$ cat src/rtl/alu_pkg.sv
// Shared opcode constants and controller state encoding for the two-requester ALU.
package alu_pkg;

   localparam logic [2:0] OP_ADD  = 3'b000;
   localparam logic [2:0] OP_SUB  = 3'b001;
   localparam logic [2:0] OP_AND  = 3'b010;
   localparam logic [2:0] OP_OR   = 3'b011;
   localparam logic [2:0] OP_XOR  = 3'b100;
   localparam logic [2:0] OP_NOR  = 3'b101;
   localparam logic [2:0] OP_SLT  = 3'b110;
   localparam logic [2:0] OP_SLTU = 3'b111;

   typedef enum logic [1:0] {
      ST_IDLE = 2'd0,
      ST_EXEC = 2'd1,
      ST_DONE = 2'd2
   } state_e;

endpackage

$ cat src/rtl/alu_core.sv
// Combinational ALU: wrapping add/sub, bitwise ops, zero-extended signed/unsigned compares.
module alu_core
   import alu_pkg::*;
#(
   parameter int WIDTH = 32
) (
   input  logic [2:0]       op,
   input  logic [WIDTH-1:0] a,
   input  logic [WIDTH-1:0] b,
   output logic [WIDTH-1:0] result
);

   always_comb begin
      result = '0;
      case (op)
         OP_ADD:  result = a + b;
         OP_SUB:  result = a - b;
         OP_AND:  result = a & b;
         OP_OR:   result = a | b;
         OP_XOR:  result = a ^ b;
         OP_NOR:  result = ~(a | b);
         OP_SLT:  result = {{(WIDTH-1){1'b0}}, ($signed(a) < $signed(b))};
         OP_SLTU: result = {{(WIDTH-1){1'b0}}, (a < b)};
      endcase
   end

endmodule

$ cat src/rtl/alu_arbiter.sv
// Round-robin arbiter in front of a single shared ALU; one operation in flight at a time.
//
//   state   | meaning
//   IDLE    | waiting for a request, req_ready offered to the granted requester
//   EXEC    | captured operands going through the ALU, result registered at end
//   DONE    | result presented on res_valid until the consumer accepts it
module alu_arbiter
   import alu_pkg::*;
#(
   parameter int WIDTH = 32
) (
   input  logic               clk,
   input  logic               rst_n,
   input  logic [1:0]         req_valid,
   output logic [1:0]         req_ready,
   input  logic [5:0]         req_op,
   input  logic [2*WIDTH-1:0] req_a,
   input  logic [2*WIDTH-1:0] req_b,
   output logic               res_valid,
   input  logic               res_ready,
   output logic               res_id,
   output logic [WIDTH-1:0]   res_data,
   output logic               busy
);

   state_e           state;
   logic             last_grant;
   logic             grant_id;
   logic             xfer;
   logic [2:0]       cap_op;
   logic [WIDTH-1:0] cap_a;
   logic [WIDTH-1:0] cap_b;
   logic             cap_id;
   logic [WIDTH-1:0] alu_result;

   always_comb begin
      grant_id = 1'b0;
      case (req_valid)
         2'b10:   grant_id = 1'b1;
         2'b11:   grant_id = ~last_grant;
         default: grant_id = 1'b0;
      endcase
   end

   // Gated by rst_n so nothing looks acceptable while the registers are held clear.
   always_comb begin
      req_ready = 2'b00;
      if (rst_n && (state == ST_IDLE)) begin
         req_ready = req_valid & (grant_id ? 2'b10 : 2'b01);
      end
   end

   assign xfer = |req_ready;

   alu_core #(.WIDTH(WIDTH)) u_alu_core (
      .op     (cap_op),
      .a      (cap_a),
      .b      (cap_b),
      .result (alu_result)
   );

   always_ff @(posedge clk or negedge rst_n) begin
      if (!rst_n) begin
         state      <= ST_IDLE;
         last_grant <= 1'b1;
         cap_op     <= '0;
         cap_a      <= '0;
         cap_b      <= '0;
         cap_id     <= 1'b0;
         res_valid  <= 1'b0;
         res_data   <= '0;
         res_id     <= 1'b0;
         busy       <= 1'b0;
      end else begin
         case (state)
            ST_IDLE: begin
               if (xfer) begin
                  cap_op     <= grant_id ? req_op[5:3] : req_op[2:0];
                  cap_a      <= grant_id ? req_a[2*WIDTH-1:WIDTH] : req_a[WIDTH-1:0];
                  cap_b      <= grant_id ? req_b[2*WIDTH-1:WIDTH] : req_b[WIDTH-1:0];
                  cap_id     <= grant_id;
                  last_grant <= grant_id;
                  busy       <= 1'b1;
                  state      <= ST_EXEC;
               end
            end
            ST_EXEC: begin
               res_data  <= alu_result;
               res_id    <= cap_id;
               res_valid <= 1'b1;
               state     <= ST_DONE;
            end
            ST_DONE: begin
               if (res_ready) begin
                  res_valid <= 1'b0;
                  busy      <= 1'b0;
                  state     <= ST_IDLE;
               end
            end
            default: begin
               res_valid <= 1'b0;
               busy      <= 1'b0;
               state     <= ST_IDLE;
            end
         endcase
      end
   end

endmodule

$ cat config.mk
export PLATFORM = sky130hd
export DESIGN_NAME = alu_arbiter
export DESIGN_NICKNAME = d
export VERILOG_FILES = /design/src/rtl/alu_pkg.sv /design/src/rtl/alu_core.sv /design/src/rtl/alu_arbiter.sv
export SDC_FILE = /design/constraint.sdc
export NUM_CORES = 1
export LEC_CHECK = 0
export ABC_CLOCK_PERIOD_IN_PS = 3100
export CAP_MARGIN = 10
export CORE_UTILIZATION = 40
export CTS_CLUSTER_SIZE = 16
export DETAILED_ROUTE_END_ITERATION = 8
export PLACE_DENSITY = 0.65
export SYNTH_ARGS = -nofsm -noshare
export SYNTH_HDL_FRONTEND = slang
export SYNTH_SLANG_ARGS = --single-unit
export TNS_END_PERCENT = 30
$ cat constraint.sdc
create_clock -name clk -period 3.1 [get_ports clk]
set_clock_uncertainty 0.05 [all_clocks]
set_input_delay 0.31 -clock clk [delete_from_list [all_inputs] [get_ports clk]]
set_output_delay 0.31 -clock clk [all_outputs]
set_load 0.01 [all_outputs]
==> flow_summary.yaml <==
critical_path:
  crit_slowest_cell: "or4_4"
  rr_worst_depth: 11
  critical_path.most_common_cell: "a21oi_2"
  crit_chain: "inv_1 > ha_1 > a21o_1 > a211oi_4 > o2bb2ai_1 > a21oi_2 > or4_4 > a41oi_2 > xnor2_1 > a21oi_2 > a21oi_1"
  critPathRequiredTime_ns: 3.34
  crit_fanout: 5
  max_stage_delay_ns: 0.57
  cp-end-kind: "flip-flop"
  worstSetupStartpointType: "flip-flop"
  cp_data_arrival_time_ns: 3.21
  critPathKind: "flip-flop to flip-flop"
hold_path:
  holdCritPathClass: "input port to async pin"
power:
  vdd_drop_max_uv: 491
  power.share.switching_pct: 50.4
  power_density_nw_per_um2: 1210
  netSwitchingPower_w: 0.00794
  pwr-share-clk_pct: 8.2
  power_frac_seq_pct: 16.2
  internal_power_w: 0.00782
  combPwrFrac_pct: 75.6
  power.leakage_nw: 5.79
  finalPower_w: 0.0158
synthesis:
  yosysWarnings: 0
  synth_top_area_cell: "dfrtp_1"
  synth_top_area_share_pct: 26.5
  synth_seq_cells: 106
  yosysSeqAreaShare_pct: 26.7
  syn_area_per_cell_sq_um: 7.85
  synth_nets: 1502
  syn-cell-area_sq_um: 9930
  async_reset_ff_share_pct: 100
  synth_cell_types: 77
  synthFlopType: "dfrtp_1"
  synth_area_leaders: "dfrtp_1 26%, ha_1 12%, a21oi_1 10%"
  synth_cells: 1265
  synth_edf_count: 0
timing:
  grt_setup_unrepaired: "yes"
  whs_ns: -0.00996
  slew_headroom_pct: 45.2
  fmax_mhz: 337
  finalCriticalPeriod_ns: 2.97
  timing_hold_violations_final: 4
  post-route-period-util_pct: 95.8
  tightest_slew_ns: 0.822
  slew_viol_final: 0
  final-setup-viol-count: 0
routing:
  vias: 10000
  via_per_inst: 5.57
  drt_pass1_iterations: 5
  ant_nets: 0
  drc_errors: 0
  wl_per_cell_microns: 17.7
  drtIter0Drc: 712
  wl_microns: 31800
clocking:
  clkTransAtPathRegs_ns: 0.08
  cts_tree: "yes"
  cts_root_buf: "clkbuf_16"
  cts.sinks: 106
  clock_latency_ns: 0.37
  cts_max_level: 3
  numCtsBuffers: 9
  clk_path_buf_depth: 2
  hold_buffers: 0
layout:
  diodes: 0
  nets: 1705
  layout-drive-gt1-share_pct: 12.2
  syn_to_final_growth_pct: 31.2
  final_area_sq_um: 13000
global_route:
  overflow: 0
  grt_pass1_wl_microns: 51900
  antenna_found_initial: 0
  track_usage_pct: 25.3
  grt_max_degree: 61
  grt_pass1_vias: 9654
placed_design:
  dpl-instance-area_sq_um: 12600
  gp_routability_congestion: 0.937
  portBuffers: 175
  hpwl_microns: 24300
floorplan:
  start_util_pct: 40.8
  ios: 176
  die-area_sq_um: 25500
  fp-row-count: 57
  die_w_microns: 160
  coreArea_sq_um: 24300
  dieHeight_microns: 160
run:
  drv_cap: 0
outcome:
  outcome: "finished with violations"
  violations: "hold timing"
power by group through the flow:
stage / sequential, W / clock (W) / combinational (W)
after global placement: 0.00255 / 0 / 0.0113
after detailed placement: 0.00258 / 0 / 0.0113
after floorplan: 0.00252 / 0 / 0.00735
final: 0.00255 / 0.00129 / 0.0119
after global routing: 0.00265 / 0.00136 / 0.0130
after CTS: 0.00256 / 0.00132 / 0.0115
sequential cells by signal, summed over array words and instances, names as in the netlist:
name	cells
busy	1
res_data	32
res_id	1
cap_b	32
cap_op	3
cap_a	32
last_grant	1
res_valid	1
cap_id	1
state	2
final cells by class:
cell class | count | area [sq um]
fill | 2319 | 11300
multi-input combinational | 960 | 6650
sequential | 106 | 2660
timing repair buffer | 283 | 2600
inverter | 108 | 405
tap | 324 | 405
clock buffer | 10 | 229
clock inverter | 6 | 88.8
worst max-delay path: cells and delay by family, from the launching register on:
family | cells | cell delay, ns
AO/OA/AOI/OAI | 7 | 1.30
flip-flops | 1 | 0.38
adder cells (fa/ha/maj) | 1 | 0.37
AND/OR/NAND/NOR | 1 | 0.57
buffers and inverters | 1 | 0.07
XOR/XNOR | 1 | 0.16
metal layers:
layer | global-route usage, % | vias to the layer above | wire length [microns]
li1 | - | 4899 | -
met1 | 35.6 | 4721 | 14900
met2 | 41.7 | 353 | 14600
met3 | 2.71 | 33 | 1850
met4 | 5.64 | 0 | 409
met5 | 0 | - | 0
cells in the mapped netlist, drive strengths merged, types with 3 or more instances:
master	number
o22ai	9
a31oi	17
or2	3
nor3	22
nand4	3
mux2i	75
a21o	19
nor2	156
a41oi	3
nor4	12
nand2	64
a311oi	5
inv	108
a21oi	203
nand2b	12
and2	4
or3	3
buf	29
clkbuf	62
dfrtp	105
o21bai	8
or4	4
o31ai	12
o221ai	5
and3	3
o21a	7
o211ai	12
o21ai	59
xor2	3
a31o	4
nand3	14
xnor2	25
o22a	3
ha	96
a221oi	31
nor2b	16
a211oi	16
o311ai	4
cell families (layout without fill, tap and decap cells):
kind of cell | after synthesis | count (layout) | share of synthesized area, %
AOI/OAI and AO/OA | 441 | 441 | 28.3
muxes | 75 | 75 | 7.56
DFF | 106 | 106 | 26.7
xor gates and xnor gates | 28 | 28 | 2.47
buffers and inverters | 199 | 407 | 8.19
adders and majority gates | 98 | 98 | 12.5
and+or+nand+nor | 318 | 318 | 14.2
worst paths after layout:
path | to | slack, ns | start
setup / recovery | res_data[29] | 0.13 | cap_b[12]
hold / removal | busy | -0.01 | rst_n
setup reg to reg | res_data[29] | 0.13 | cap_b[12]
hold reg to reg | res_data[4] | 0.42 | res_data[4]
max in group asynchronous | cap_op[0] | 2.31 | rst_n
min in group clk | last_grant | 0.39 | rst_n
what timing repair did:
| action | 4_1_cts | 5_1_grt |
|---|---|---|
| gates resized for setup | 6 | 27 |
| pin swaps | 0 | 6 |
| hold endpoints to repair | 0 | 0 |
| setup buffers | 0 | 1 |
| cloned | 0 | 0 |
| endpoints found under the setup margin | 5 | 17 |
metrics by stage:
| stage | TNS (ns) | utilization, % | hold WS (ns) | cells | worst slack, ns |
|---|---|---|---|---|---|
| floorplan | 0 | - | -0.0356 | 1265 | 0.280 |
| global placement | -0.587 | 51.6 | 0.402 | 1780 | -0.271 |
| detailed placement | -0.584 | 51.6 | 0.404 | 1780 | -0.252 |
| CTS | 0 | 53.0 | 0.0130 | 1796 | 0.00690 |
| global route | -0.139 | 53.6 | 0.0479 | 1797 | -0.0528 |
| finish | 0 | 53.6 | -0.00996 | 1797 | 0.129 |
cells in the final DEF, fill, tap and decap left out, types with 25 or more instances in the layout:
cell type        instances
clkdlybuf4s50_1        174
buf_4                  106
ha_1                    90
a221oi_1                27
mux2i_1                 75
inv_1                  107
nand2_1                 64
a21oi_1                196
nor2_1                 155
dfrtp_1                104
xnor2_1                 25
o21ai_0                 54
(Power assumes the default switching activity.)
